<file path="src/rtl/watch_edit_ctrl.sv">
// Edit-mode controller: cursor over NUM_DIGITS fields, step pulses, blink phase and exit reporting.
// Optional inactivity exit is built when WATCH_EDIT_TIMEOUT_EN is defined.
module watch_edit_ctrl #(
    parameter int NUM_DIGITS    = 4,
    parameter int TIMEOUT_TICKS = 10,
    parameter int BLINK_TICKS   = 1,
    localparam int CW           = $clog2(NUM_DIGITS + 1)
) (
    input  logic          clk,
    input  logic          reset_n,
    input  logic          i_btn_center,
    input  logic          i_btn_left,
    input  logic          i_btn_right,
    input  logic          i_btn_up,
    input  logic          i_btn_down,
    input  logic          i_tick,
    output logic [CW-1:0] o_cursor,
    output logic          o_blink_en,
    output logic          o_blink_on,
    output logic          o_inc,
    output logic          o_dec,
    output logic [CW-1:0] o_sel,
    output logic          o_commit,
    output logic          o_timeout
);
    localparam int PW = $clog2(BLINK_TICKS + 1);

    if (NUM_DIGITS < 2 || NUM_DIGITS > 15 || BLINK_TICKS < 1 || TIMEOUT_TICKS < 1) begin : g_bad_params
        $error("watch_edit_ctrl: parameter out of range");
    end

    typedef enum logic {IDLE, EDIT} state_t;

    state_t        state, state_n;
    logic [CW-1:0] cursor_n, sel_n;
    logic [PW-1:0] phase, phase_n;
    logic          blink_n, inc_n, dec_n, commit_n, timeout_n;
    logic          any_btn;

    assign any_btn    = i_btn_center | i_btn_right | i_btn_left | i_btn_up | i_btn_down;
    assign o_blink_en = (o_cursor != '0);

`ifdef WATCH_EDIT_TIMEOUT_EN
    localparam int IW = $clog2(TIMEOUT_TICKS + 1);
    logic [IW-1:0] idle_cnt, idle_n;
`endif

    always_ff @(posedge clk or negedge reset_n) begin
        if (!reset_n) begin
            state      <= IDLE;
            o_cursor   <= '0;
            o_blink_on <= 1'b1;
            phase      <= '0;
            o_inc      <= 1'b0;
            o_dec      <= 1'b0;
            o_sel      <= '0;
            o_commit   <= 1'b0;
        end else begin
            state      <= state_n;
            o_cursor   <= cursor_n;
            o_blink_on <= blink_n;
            phase      <= phase_n;
            o_inc      <= inc_n;
            o_dec      <= dec_n;
            o_sel      <= sel_n;
            o_commit   <= commit_n;
        end
    end

`ifdef WATCH_EDIT_TIMEOUT_EN
    always_ff @(posedge clk or negedge reset_n) begin
        if (!reset_n) begin
            idle_cnt  <= '0;
            o_timeout <= 1'b0;
        end else begin
            idle_cnt  <= idle_n;
            o_timeout <= timeout_n;
        end
    end
`else
    assign o_timeout = 1'b0;
`endif

    always_comb begin
        state_n   = state;
        cursor_n  = o_cursor;
        blink_n   = o_blink_on;
        phase_n   = phase;
        inc_n     = 1'b0;
        dec_n     = 1'b0;
        sel_n     = '0;
        commit_n  = 1'b0;
        timeout_n = 1'b0;
`ifdef WATCH_EDIT_TIMEOUT_EN
        idle_n    = idle_cnt;
`endif
        case (state)
            IDLE: begin
                blink_n = 1'b1;
                phase_n = '0;
`ifdef WATCH_EDIT_TIMEOUT_EN
                idle_n  = '0;
`endif
                if (i_btn_center) begin
                    state_n  = EDIT;
                    cursor_n = CW'(1);
                end
            end
            EDIT: begin
                // A button always restarts both time bases; any coincident tick is dropped.
                if (any_btn) begin
                    blink_n = 1'b1;
                    phase_n = '0;
`ifdef WATCH_EDIT_TIMEOUT_EN
                    idle_n  = '0;
`endif
                end
                if (i_btn_center) begin
                    state_n  = IDLE;
                    cursor_n = '0;
                    commit_n = 1'b1;
                end else if (i_btn_right) begin
                    cursor_n = (o_cursor == CW'(NUM_DIGITS)) ? CW'(1) : o_cursor + CW'(1);
                end else if (i_btn_left) begin
                    cursor_n = (o_cursor == CW'(1)) ? CW'(NUM_DIGITS) : o_cursor - CW'(1);
                end else if (i_btn_up) begin
                    inc_n = 1'b1;
                    sel_n = o_cursor;
                end else if (i_btn_down) begin
                    dec_n = 1'b1;
                    sel_n = o_cursor;
                end else if (i_tick) begin
                    if (phase == PW'(BLINK_TICKS - 1)) begin
                        phase_n = '0;
                        blink_n = ~o_blink_on;
                    end else begin
                        phase_n = phase + PW'(1);
                    end
`ifdef WATCH_EDIT_TIMEOUT_EN
                    if (idle_cnt == IW'(TIMEOUT_TICKS - 1)) begin
                        state_n   = IDLE;
                        cursor_n  = '0;
                        timeout_n = 1'b1;
                        blink_n   = 1'b1;
                        phase_n   = '0;
                        idle_n    = '0;
                    end else begin
                        idle_n = idle_cnt + IW'(1);
                    end
`endif
                end
            end
            default: begin
                state_n  = IDLE;
                cursor_n = '0;
            end
        endcase
    end
endmodule

</file>
<file path="config.mk">
export PLATFORM = sky130hd
export DESIGN_NAME = watch_edit_ctrl
export DESIGN_NICKNAME = d
export VERILOG_FILES = /design/src/rtl/watch_edit_ctrl.sv
export SDC_FILE = /design/constraint.sdc
export NUM_CORES = 1
export LEC_CHECK = 0
export ABC_CLOCK_PERIOD_IN_PS = 1900
export CORE_MARGIN = 10
export CORE_UTILIZATION = 45
export DETAILED_ROUTE_END_ITERATION = 6
export DONT_BUFFER_PORTS = 1
export PLACE_DENSITY_LB_ADDON = 0.2
export SLEW_MARGIN = 20
export SYNTH_ARGS = -nofsm -noshare
export SYNTH_HDL_FRONTEND = slang
export SYNTH_SLANG_ARGS = --single-unit
</file>
<file path="constraint.sdc">
create_clock -name clk -period 1.9 [get_ports clk]
set_clock_uncertainty 0.1 [all_clocks]
set_input_delay 0.285 -clock clk [delete_from_list [all_inputs] [get_ports clk]]
set_output_delay 0.285 -clock clk [all_outputs]
set_load 0.02 [all_outputs]
</file>
==> flow_metrics.tcl <==
set metrics [dict create \
    seqCellArea_um2 302 \
    die_x_um 58.8 \
    dr.pass1.iters 4 \
    outcome "completed" \
    yosys_warnings 0 \
    cp_max_fo 6 \
    fp.dieArea_um2 3460 \
    grt_pass1_wl_um 2140 \
    vias 450 \
    final_core_util_pct 54.7 \
    grt_overflow 0 \
    viasPerCell 5.56 \
    final_common_cell "dfrtp_1" \
    drc 0 \
    maxSlewViolCount 0 \
    period_share_pct 91.7 \
    io_pins 20 \
    row_count 13 \
    p_total_mw 0.960 \
    cts_tree "yes" \
    syn_nets 74 \
    rr_worst_depth 5 \
    routed_wl_um 1350 \
    start_util_pct 49.6 \
    tightest_slew_ns 0.550 \
    mappedNetlistArea_um2 678 \
    multi_input_area_um2 343 \
    rsz0062_at_grt "no" \
    drt_iter0_drc 6 \
    finalInstanceArea_um2 747 \
    hp-class "in2reg" \
    reg2reg_to "o_cursor[2]" \
    critPathLaunchType "flop" \
    numCtsBuffers 3 \
    yosysUniqueCellTypes 29 \
    synth_area_per_cell_um2 11.3 \
    hold_viol 0 \
    cts_buffer_depth 2 \
    dp_hpwl_um 1060 \
    grt_max_degree 13 \
    fillCellCount 122 \
    p_leak_nw 0.358 \
    crit_start "o_cursor[0]" \
    rrSetupSlack_ns 0.16 \
    clk_latency_ns 0.28 \
    crit_arrival_ns 1.86 \
    h-tree-depth 1 \
    drv_cap 0 \
    p_per_area_nw_per_um2 1290 \
    clkTransAtPathRegs_ns 0.08 \
    setup_viol 0 \
    ir_drop_mv 0.784 \
    seq_area_frac_synth_pct 44.5 \
    first_global_vias 408 \
    ant_nets 0 \
    end_kind "flop" \
    area_delta_synth_final_pct 10.1 \
    core_um2 1370 \
    r2r_start "o_cursor[0]" \
    grt_usage_pct 8.19 \
    wire_per_inst_um 16.6 \
    port_buffers 0 \
    max_freq_mhz 574 \
    postSynthCellCount 60 \
    finalCriticalPeriod_ns 1.74 \
    place.gp.congestion 0.810 \
    critPathKind "reg2reg" \
    cts-root-buf "clkbuf_4" \
    cts_sinks 12 \
    die_h_um 58.8 \
    place_area_um2 701 \
    slew_headroom_pct 63.2 \
    min_path_cells 2 \
    final_layout_size_suffix_gt1_share_pct 27.3 \
    required_ns 2.02 \
    n_antenna_cell 0 \
    mostFrequentLayoutCells "dfrtp_1 (11), ha_1 (6), nand2b_1 (5)" \
    antenna_found_initial 0 \
    tns_ns 0 \
    critPathCapture "o_cursor[2]" \
    nNetsFinal 81 \
    ys_seq_elements 12 \
]
==> power by group <==
group	internal (mW)	switching, mW
clock network	0.116	0.0863
logic	0.180	0.207
registers	0.304	0.0663
total	0.601	0.360
==> worst max-delay path, stage by stage, from the launching register on <==
cell      delay (ns)
dfrtp_1         0.45
inv_1           0.12
ha_1            0.23
or3b_1          0.35
a311oi_1        0.27
o32a_2          0.17
==> repair_timing <==
action	in CTS	in global routing
endpoints found under the hold margin	12	0
setup buffers	0	0
hold buffers	1	0
gates resized for setup	0	0
==> cell type report <==
cell class	count	area share, %
clock buffers	4	4.86
inverters	4	2.01
flip-flops and latches	12	40.4
repair buffers	4	4.36
multi-input cells	42	45.9
well taps	15	2.51
==> metal layers <==
| layer | GRT usage [%] | wire length, um | vias to the layer above |
|---|---|---|---|
| met4 | 4.92 | 21 | 0 |
| li1 | - | - | 216 |
| met1 | 9.39 | 585 | 213 |
| met2 | 11.6 | 571 | 19 |
| met5 | 0 | 0 | - |
| met3 | 4.51 | 167 | 2 |
==> Yosys cell counts, drive strengths merged <==
cell type | count | area, um^2
dfrtp | 11 | 275
ha | 6 | 75.1
and2 | 5 | 33.8
nand2b | 5 | 31.3
inv | 4 | 15.0
nor2 | 3 | 11.3
and3b | 2 | 20.0
buf | 2 | 18.8
nand2 | 2 | 7.51
nor3 | 2 | 10.0
o21ai | 2 | 10.0
a21oi | 1 | 5.00
a22oi | 1 | 7.51
a311oi | 1 | 8.76
a31o | 1 | 8.76
and3 | 1 | 6.26
conb | 1 | 3.75
dfstp | 1 | 26.3
mux2 | 1 | 11.3
nor3b | 1 | 12.5
nor4b | 1 | 23.8
o21a | 1 | 7.51
o32a | 1 | 11.3
o41a | 1 | 12.5
o41ai | 1 | 8.76
or2b | 1 | 7.51
or3b | 1 | 8.76
==> sequential cells by signal, indices dropped and copies added, names as in the netlist <==
signal,count
o_sel,3
phase,1
o_cursor,3
o_dec,1
state,1
o_blink_on,1
o_commit,1
o_inc,1
==> stage by stage <==
| step | hold WS [ns] | setup slack, ns | instances |
|---|---|---|---|
| after floorplan | -0.111 | 0.141 | 60 |
| after global placement | -0.110 | 0.226 | 76 |
| after detailed placement | -0.110 | 0.173 | 76 |
| after CTS | 0.0113 | 0.154 | 81 |
| after global routing | 0.0220 | 0.0629 | 81 |
| final | 0.0157 | 0.159 | 81 |
==> cell families (layout without fill, tap and decap cells) <==
logic type,Yosys count,in the layout,share of synthesized area (%)
mux,1,1,1.66
flops,12,12,44.5
buf+inv,6,12,4.98
compound gates,10,10,11.8
simple gates,24,24,25.5
fa+ha+maj,6,6,11.1
other cells,1,1,0.553
==> worst min-delay path by stage <==
| stage | start | to | slack [ns] |
|---|---|---|---|
| after detailed placement | reset_n | o_inc | -0.11 |
| after floorplan | reset_n | o_commit | -0.11 |
| after global routing | i_btn_up | o_blink_on | 0.02 |
| after CTS | i_btn_up | o_blink_on | 0.01 |
| after global placement | reset_n | o_inc | -0.11 |
| final | i_btn_up | o_blink_on | 0.02 |
No activity file was read; power rests on OpenSTA's default activity.
